File: config.mk
export PLATFORM = sky130hd
export DESIGN_NAME = dct_frame_sequencer
export DESIGN_NICKNAME = d
export VERILOG_FILES = /design/src/rtl/dct_frame_sequencer.sv
export SDC_FILE = /design/constraint.sdc
export NUM_CORES = 2
export LEC_CHECK = 0
export ABC_CLOCK_PERIOD_IN_PS = 16400
export CAP_MARGIN = 10
export CORE_ASPECT_RATIO = 0.8
export CORE_UTILIZATION = 45
export DETAILED_ROUTE_END_ITERATION = 8
export GPL_TIMING_DRIVEN = 0
export PLACE_DENSITY_LB_ADDON = 0.08
export SLEW_MARGIN = 30
export SYNTH_ARGS = -nofsm -noshare
export SYNTH_HDL_FRONTEND = slang
export SYNTH_SLANG_ARGS = --single-unit
File: constraint.sdc
create_clock -name clk -period 16.4 [get_ports clk]
set_input_delay 1.64 -clock clk [delete_from_list [all_inputs] [get_ports clk]]
set_output_delay 1.64 -clock clk [all_outputs]
set_load 0.01 [all_outputs]
File: src/rtl/dct_frame_sequencer.sv
// dct_frame_sequencer
// Time-multiplexed DCT for the MFCC front end. A frame of NUM_FILTERS signed
// log-mel energies is collected into a local buffer. One multiply-accumulate
// unit then computes NUM_MFCC dot products against cosine coefficients read
// from an external synchronous ROM. MFCCs leave serially under valid/ready.
//
// Ports:
//   clk, rst_n              clock, asynchronous active-low reset
//   log_in/log_valid/...    serial log-energy input, log_ready high in LOAD only
//   coef_rd_en/coef_addr    ROM read strobe and address (k*NUM_FILTERS + n)
//   coef_data               ROM data, valid the cycle after coef_rd_en
//   mfcc_out/mfcc_idx       saturated MFCC value and its index k
//   mfcc_valid/mfcc_ready   output handshake, mfcc_last marks k = NUM_MFCC-1
//   busy                    high while a frame is being computed or emitted
//   frame_done              one-cycle pulse after the last MFCC is accepted
module dct_frame_sequencer #(
  parameter int DATA_WIDTH  = 16,
  parameter int COEF_WIDTH  = 16,
  parameter int COEF_FRAC   = 15,
  parameter int NUM_FILTERS = 26,
  parameter int NUM_MFCC    = 13,
  parameter int ACC_WIDTH   = 40,
  localparam int ADDR_WIDTH = (NUM_MFCC * NUM_FILTERS > 1) ? $clog2(NUM_MFCC * NUM_FILTERS) : 1,
  localparam int IDX_WIDTH  = (NUM_MFCC > 1) ? $clog2(NUM_MFCC) : 1
) (
  input  logic                         clk,
  input  logic                         rst_n,
  input  logic signed [DATA_WIDTH-1:0] log_in,
  input  logic                         log_valid,
  output logic                         log_ready,
  output logic                         coef_rd_en,
  output logic [ADDR_WIDTH-1:0]        coef_addr,
  input  logic signed [COEF_WIDTH-1:0] coef_data,
  output logic signed [DATA_WIDTH-1:0] mfcc_out,
  output logic [IDX_WIDTH-1:0]         mfcc_idx,
  output logic                         mfcc_valid,
  input  logic                         mfcc_ready,
  output logic                         mfcc_last,
  output logic                         busy,
  output logic                         frame_done
);

  localparam int N_WIDTH    = (NUM_FILTERS > 1) ? $clog2(NUM_FILTERS) : 1;
  localparam int PROD_WIDTH = DATA_WIDTH + COEF_WIDTH;
  localparam logic [N_WIDTH-1:0]   N_LAST = N_WIDTH'(NUM_FILTERS - 1);
  localparam logic [IDX_WIDTH-1:0] K_LAST = IDX_WIDTH'(NUM_MFCC - 1);

  // DRAIN lets the final product land in the accumulator; ROUND then
  // shifts/saturates it into the output register.
  typedef enum logic [2:0] {
    ST_LOAD  = 3'd0,
    ST_ISSUE = 3'd1,
    ST_DRAIN = 3'd2,
    ST_ROUND = 3'd3,
    ST_EMIT  = 3'd4
  } state_t;

  state_t                       state_r;
  logic [N_WIDTH-1:0]           n_r;
  logic [N_WIDTH-1:0]           mac_n_r;
  logic                         mac_en_r;
  logic [IDX_WIDTH-1:0]         k_r;
  logic signed [ACC_WIDTH-1:0]  acc_r;
  logic signed [ACC_WIDTH-1:0]  acc_sum_s;
  logic signed [PROD_WIDTH-1:0] prod_s;
  logic                         sample_wr_s;
  logic signed [DATA_WIDTH-1:0] sample_buf_r [NUM_FILTERS];

  // Arithmetic shift (floor) by COEF_FRAC, then clamp to the output range.
  // The result fits only when every bit above the output sign bit equals it.
  function automatic logic signed [DATA_WIDTH-1:0] shift_saturate(
    input logic signed [ACC_WIDTH-1:0] acc
  );
    logic signed [ACC_WIDTH-1:0]   sh;
    logic [ACC_WIDTH-DATA_WIDTH:0] top;
    sh  = acc >>> COEF_FRAC;
    top = sh[ACC_WIDTH-1:DATA_WIDTH-1];
    if ((&top) || !(|top)) begin
      shift_saturate = sh[DATA_WIDTH-1:0];
    end else if (top[ACC_WIDTH-DATA_WIDTH]) begin
      shift_saturate = {1'b1, {(DATA_WIDTH-1){1'b0}}};
    end else begin
      shift_saturate = {1'b0, {(DATA_WIDTH-1){1'b1}}};
    end
  endfunction

  assign log_ready   = (state_r == ST_LOAD);
  assign sample_wr_s = log_valid && (state_r == ST_LOAD);

  // Product of the buffered sample and the ROM word returned for it.
  always_comb begin
    prod_s    = sample_buf_r[mac_n_r] * coef_data;
    acc_sum_s = acc_r + ACC_WIDTH'(prod_s);
  end

  // Frame buffer: written only in LOAD, so it is stable for the whole frame.
  always_ff @(posedge clk or negedge rst_n) begin
    if (!rst_n) begin
      for (int i = 0; i < NUM_FILTERS; i++) begin
        sample_buf_r[i] <= '0;
      end
    end else if (sample_wr_s) begin
      sample_buf_r[n_r] <= log_in;
    end
  end

  // Sequencer FSM with registered outputs and the MAC datapath.
  always_ff @(posedge clk or negedge rst_n) begin
    if (!rst_n) begin
      state_r    <= ST_LOAD;
      n_r        <= '0;
      k_r        <= '0;
      mac_n_r    <= '0;
      mac_en_r   <= 1'b0;
      acc_r      <= '0;
      coef_rd_en <= 1'b0;
      coef_addr  <= '0;
      mfcc_out   <= '0;
      mfcc_idx   <= '0;
      mfcc_valid <= 1'b0;
      mfcc_last  <= 1'b0;
      busy       <= 1'b0;
      frame_done <= 1'b0;
    end else begin
      frame_done <= 1'b0;
      // A read issued this cycle returns data next cycle; n_r tags it.
      mac_en_r   <= coef_rd_en;
      mac_n_r    <= n_r;
      if (mac_en_r) begin
        acc_r <= acc_sum_s;
      end
      case (state_r)
        ST_LOAD: begin
          if (log_valid) begin
            if (n_r == N_LAST) begin
              state_r    <= ST_ISSUE;
              n_r        <= '0;
              k_r        <= '0;
              acc_r      <= '0;
              coef_rd_en <= 1'b1;
              coef_addr  <= '0;
              busy       <= 1'b1;
            end else begin
              n_r <= n_r + N_WIDTH'(1);
            end
          end
        end
        ST_ISSUE: begin
          if (n_r == N_LAST) begin
            state_r    <= ST_DRAIN;
            coef_rd_en <= 1'b0;
            n_r        <= '0;
          end else begin
            n_r       <= n_r + N_WIDTH'(1);
            coef_addr <= coef_addr + ADDR_WIDTH'(1);
          end
        end
        ST_DRAIN: begin
          state_r <= ST_ROUND;
        end
        ST_ROUND: begin
          mfcc_out   <= shift_saturate(acc_r);
          mfcc_idx   <= k_r;
          mfcc_valid <= 1'b1;
          mfcc_last  <= (k_r == K_LAST);
          state_r    <= ST_EMIT;
        end
        ST_EMIT: begin
          if (mfcc_ready) begin
            mfcc_valid <= 1'b0;
            mfcc_last  <= 1'b0;
            n_r        <= '0;
            if (k_r != K_LAST) begin
              // Addresses run contiguously, so the next row starts one past the last read.
              k_r        <= k_r + IDX_WIDTH'(1);
              acc_r      <= '0;
              coef_rd_en <= 1'b1;
              coef_addr  <= coef_addr + ADDR_WIDTH'(1);
              state_r    <= ST_ISSUE;
            end else begin
              k_r        <= '0;
              busy       <= 1'b0;
              frame_done <= 1'b1;
              state_r    <= ST_LOAD;
            end
          end
        end
        default: begin
          state_r    <= ST_LOAD;
          n_r        <= '0;
          k_r        <= '0;
          coef_rd_en <= 1'b0;
          mfcc_valid <= 1'b0;
          mfcc_last  <= 1'b0;
          busy       <= 1'b0;
        end
      endcase
    end
  end

endmodule

# ---- Yosys cells after proc, flatten, opt, wreduce, memory -nomap -nowiden
# Index checks and enable logic that the tools add are counted.
dict set report word_totals {
  in_bits 36
  reg_bits 508
}
dict set report classes {
  add_sub_neg 4
  bitwise 5
  n_mux 50
  n_mul 1
  n_eq_ne 14
  reduce_logical 18
  order_cmp 3
}
# operator n
set op_table {}
lappend op_table {{$bwmux W416} 1}
lappend op_table {{$mux W40} 5}
lappend op_table {{$bmux W16 S5} 1}
lappend op_table {{$demux W16 S5} 1}
lappend op_table {{$mux W16} 5}
lappend op_table {{$pmux W40 S2} 1}
lappend op_table {{$mux W9} 5}
lappend op_table {{$add A40 B32 Y40} 1}
lappend op_table {{$mul A16 B16 Y32} 1}
lappend op_table {{$pmux W9 S3} 1}
lappend op_table {{$pmux W5 S4} 1}
lappend op_table {{$mux W4} 4}
lappend op_table {{$mux W5} 3}
lappend op_table {{$pmux W3 S5} 1}
lappend op_table {{$ge A6 B6 Y1 const B} 2}
lappend op_table {{$mux W1} 12}
lappend op_table {{$mux W3} 4}
lappend op_table {{$ne A2 B2 Y1 const B} 6}
lappend op_table {{$not A5 Y6} 2}
lappend op_table {{$pmux W4 S3} 1}
lappend op_table {{$reduce_and A6 Y1} 2}
lappend op_table {{$reduce_and A10 Y1} 1}
lappend op_table {{$reduce_or A10 Y1} 1}
lappend op_table {{$add A9 B1 Y9 const B} 1}
lappend op_table {{other kinds (24)} 32}

# ---- Logic depth before layout (Yosys ltp)
dict set report logic_depth {
  ltp_word 10
  ltp_mapped 33
  depth_no_buf 28
}

# ---- Worst setup path after synthesis
# Ideal clock, no wire load.
dict set report synth_timing {
  kind {input-to-reg}
  from {input coef_data[1]}
  to {register acc_r[39]}
  path_stages 23
  path_slack_ns 8.771
  setup_ns 0.084
  arrival_ns 7.545
  path_buffers 2
  cell_sequence {clkbuf_1 > nand2_1 > fa_1 > inv_1 > fa_1 > inv_1 > fa_1 > fa_1 > inv_1 > fa_1 > inv_1 > fa_1 > inv_1 > ha_1 > clkbuf_1 > a21o_1 > a21o_1 > a21oi_1 > and3_1 > and3_1 > o41ai_4 > or3_1 > a41oi_2}
}
dict set report synth_via {
  elab_chain_len 6
  elab_cells_between_ends 8
  classes_between {add/sub: 1; mul: 1; mux: 6}
}
# element line_no
set synth_rtl {}
lappend synth_rtl {{from (decl)} 33} ;# input logic signed [COEF_WIDTH-1:0] coef_data,
lappend synth_rtl {{$mul A16 B16 Y32 *} 92} ;# prod_s = sample_buf_r[mac_n_r] * coef_data;
lappend synth_rtl {{$add A40 B32 Y40 *} 93} ;# acc_sum_s = acc_r + ACC_WIDTH'(prod_s);
lappend synth_rtl {{$mux W40 *} 129} ;# if (mac_en_r) begin
lappend synth_rtl {{$mux W40 (on tied branches)} {173, 135}}
lappend synth_rtl {{$mux W40 (on tied branches)} {169, 134}}
lappend synth_rtl {{$pmux W40 S2 *} 132} ;# case (state_r)
lappend synth_rtl {{to (signal assigned)} 130} ;# acc_r <= acc_sum_s;
lappend synth_rtl {{to (decl)} 63} ;# logic signed [ACC_WIDTH-1:0] acc_r;
# Mark *: on every way between the ends. The rest lies on a longest branch, timed or not.
# A chain may end at the register's enable or synchronous reset.

# ---- Final worst setup path
dict set report layout_timing {
  from {register mac_n_r[3]}
  to {register acc_r[39]}
}
dict set report layout_via {
  elab_chain_len 10
  elab_cells_between_ends 12
  classes_between {add/sub: 1; mul: 1; mux: 9; bitwise: 1}
}
# element line_no
set layout_rtl {}
lappend layout_rtl {{from (decl)} 60} ;# logic [N_WIDTH-1:0] mac_n_r;
lappend layout_rtl {{from (signal assigned)} 128} ;# mac_n_r <= n_r;
lappend layout_rtl {{$not A5 Y6 (not written as such) *} 92}
lappend layout_rtl {{$bmux W16 S5 *} 92}
lappend layout_rtl {{$mux W16 (not written as such) * (2 in series)} 92}
lappend layout_rtl {{$mul A16 B16 Y32 *} 92}
lappend layout_rtl {{$add A40 B32 Y40 *} 93}
lappend layout_rtl {{$mux W40 *} 129}
lappend layout_rtl {{$mux W40 (on tied branches)} {173, 135}}
lappend layout_rtl {{$mux W40 (on tied branches)} {169, 134}}
lappend layout_rtl {{$pmux W40 S2 *} 132}
# Mark *: on every way between the ends. The rest lies on a longest branch, timed or not. The select of a mux whose other input is x is not followed.

==> results.toml <==
[run_status]
status = "finished, final reports clean"

[sta]
fin_worst_skew_ns = 0.0179
fmax_ghz = 0.0999
drv_slew = 0
finalHoldViolCount = 0
tns_ns = 0
worst_pin_slew_ns = 1.02
period_needed_ns = 10.01
relSlewSlack = 0.318
rsz0062_at_grt = "false"
setup_viol = 0
period_share = 0.610

[route]
vias = 23089
drc_errors = 0
totalWireLength_mm = 92.5
ant_nets = 0
dr.first_iter.drc_count = 1318
post_drt_wl_per_cell_um = 22.1
drtPass1Iterations = 5
vias_per_cell = 5.53

[clocking]
insertion_delay_ns = 0.59
clock-sinks = 508
cts_root_buffer = "clkbuf_16"
clk_path_buf_depth = 3
cts_made_buffers = 51
clkTransAtPathRegs_ns = 0.07
cts.htree.levels = 2
cts_resized = 0
cts_tree = "built"
postCtsHoldBufs = 0
post-cts-setup-buffer-count = 0

[synth]
synth_edf_count = 0
async_flop_share = 1.00
avgSynthCellArea_um2 = 11.8
ys_types = 66
synth_area_um2 = 35300
synth_seq_cells = 508
ys_warn_count = 0
synth_flop_cell = "dfrtp_1"
synth_seq_area_share = 0.360
synth_cells = 2987
syn-num-nets = 3475

[die]
fp.dieH_um = 253
die_x_um = 315
rows = 91
ioPinCount = 71
dieArea_um2 = 79600
coreArea_um2 = 77400
initial_core_util = 0.456

[setup_path]
setup.worst_path.end_class = "register"
critPathMaxFanout = 10
cp_data_required_time_ns = 16.90
worstSetupPathType = "reg -> reg"
arrival_ns = 10.51
cp-start-kind = "register"

[grt]
grt_pass1_vias = 24671
grt_usage = 0.242
grt_antenna_before_repair = 2
grt_max_degree = 90
grt.overflow.total = 0
grt_pass1_wl_mm = 147

[worst_hold_path]
min-delay-path-class = "reg -> reg"

[final_layout]
nets = 3606
layout-drive-gt1-share = 0.210
syn_to_final_growth_pct = 11.1

[run]
cap_viol_max_count = 0

[place]
gp_congestion = 0.862
numPortBuffers = 70
dpl.hpwl_mm = 73.6
worst max-delay path: stages, from the launching register on:
cell and delay (ns):
dfrtp_1 0.43, inv_1 0.34, clkbuf_1 0.71, clkbuf_1 0.77, nand2_1 0.09, a21boi_0 0.29, a2111oi_0 0.16, a21oi_1 0.81
buf_2 0.39, nand2_1 0.11, fa_1 0.50, inv_1 0.05, fa_1 0.45, fa_1 0.56, fa_1 0.43, fa_1 0.49
inv_1 0.05, fa_1 0.47, inv_1 0.04, ha_1 0.36, a21oi_1 0.19, o21ai_0 0.24, a311oi_1 0.88, and3_1 0.40
o41ai_4 0.12, or3_1 0.40, a41oi_2 0.16
metal layers:
layer  share of wire  vias to the layer above  GRT usage
met5               0                        -          0
met4           0.016                        0     0.0402
met3           0.060                       88     0.0439
met2            0.44                      537      0.353
met1            0.49                    12293      0.377
li1                -                    10171          -
cells in the mapped netlist (15+ instances only):
cell type | count | area, µm²
a21boi_0 | 15 | 113
a21o_1 | 16 | 120
a21oi_1 | 78 | 390
and2_1 | 120 | 751
buf_2 | 26 | 130
clkbuf_1 | 118 | 443
dfrtp_1 | 508 | 12700
fa_1 | 330 | 6610
ha_1 | 122 | 1530
inv_1 | 408 | 1530
mux2_2 | 422 | 4750
mux2i_1 | 68 | 681
mux4_2 | 83 | 1870
nand2_1 | 197 | 739
nand2b_1 | 25 | 156
nand3_1 | 17 | 85.1
nor2_1 | 96 | 360
nor2b_1 | 30 | 188
nor3_1 | 18 | 90.1
o21ai_0 | 69 | 345
o22ai_1 | 20 | 125
xnor2_1 | 24 | 210
cells by family (layout without fill, tap and decap cells):
group / Yosys count / in the layout / share of synthesized area
buffers and inverters: 572 / 740 / 0.0634
AND/OR/NAND/NOR: 562 / 562 / 0.0794
multiplexers: 573 / 573 / 0.207
flip-flops: 508 / 508 / 0.360
other: 0 / 1 / 0
AO/OA/AOI/OAI: 283 / 283 / 0.0512
XOR/XNOR: 37 / 37 / 0.00917
adder cells (fa/ha/maj): 452 / 452 / 0.230
worst paths after layout:
kind,slack [ns],depth (start not counted),startpoint,end
setup / recovery,6.39,26,mac_n_r[3]$_DFF_PN0_,acc_r[39]$_DFF_PN0_
max in group asynchronous,13.65,5,rst_n,acc_r[2]$_DFF_PN0_
setup reg to reg,6.39,26,mac_n_r[3]$_DFF_PN0_,acc_r[39]$_DFF_PN0_
min in group asynchronous,0.82,1,rst_n,sample_buf_r[178]$_DFFE_PN0P_
hold reg to reg,0.42,0,coef_rd_en$_DFFE_PN0P_,mac_en_r$_DFF_PN0_
hold / removal,0.42,0,coef_rd_en$_DFFE_PN0P_,mac_en_r$_DFF_PN0_
placed cells by master (no fill, tap or decap), drive strengths merged, types with 68 or more instances in the layout:
| cell | n |
|---|---|
| fa | 330 |
| dfrtp | 508 |
| nand2 | 198 |
| clkbuf | 188 |
| o21ai | 73 |
| clkdlybuf4s50 | 69 |
| nor2 | 96 |
| mux2 | 422 |
| mux4 | 83 |
| and2 | 120 |
| mux2i | 68 |
| a21oi | 78 |
| inv | 412 |
| ha | 122 |
flip-flops by register name, summed over array words and instances (netlist names):
register / flops
sample_buf_r: 416
acc_r: 40
mfcc_out: 16
coef_addr: 9
mac_n_r: 5
n_r: 5
k_r: 4
mfcc_idx: 4
state_r: 3
busy: 1
coef_rd_en: 1
frame_done: 1
mac_en_r: 1
mfcc_last: 1
mfcc_valid: 1
stage by stage:
stage	std cells	hold WS [ns]	cell area, µm²	setup slack, ns	util
6_report	4179	0.423	39200	6.39	0.507
5_1_grt	4178	0.425	39200	5.84	0.507
4_1_cts	4178	0.421	39200	6.28	0.507
3_5_place_dp	4088	0.401	37500	6.33	0.485
3_3_place_gp	4080	0.408	37300	-8.48	0.482
2_1_floorplan	2987	0.386	35300	8.77	-
layout make-up:
cell class | count | area (µm²)
clock buffer | 70 | 1470
buffer | 163 | 708
sequential | 508 | 12700
clock inverter | 20 | 231
antenna | 1 | 2.50
inverter | 409 | 1540
multi-input combinational | 1907 | 20400
tap | 1023 | 1280
timing repair buffer | 78 | 897
fill | 6986 | 38200
Power is not shown: default switching activity piles up to over one toggle a cycle in this logic, so the estimate is an artifact.
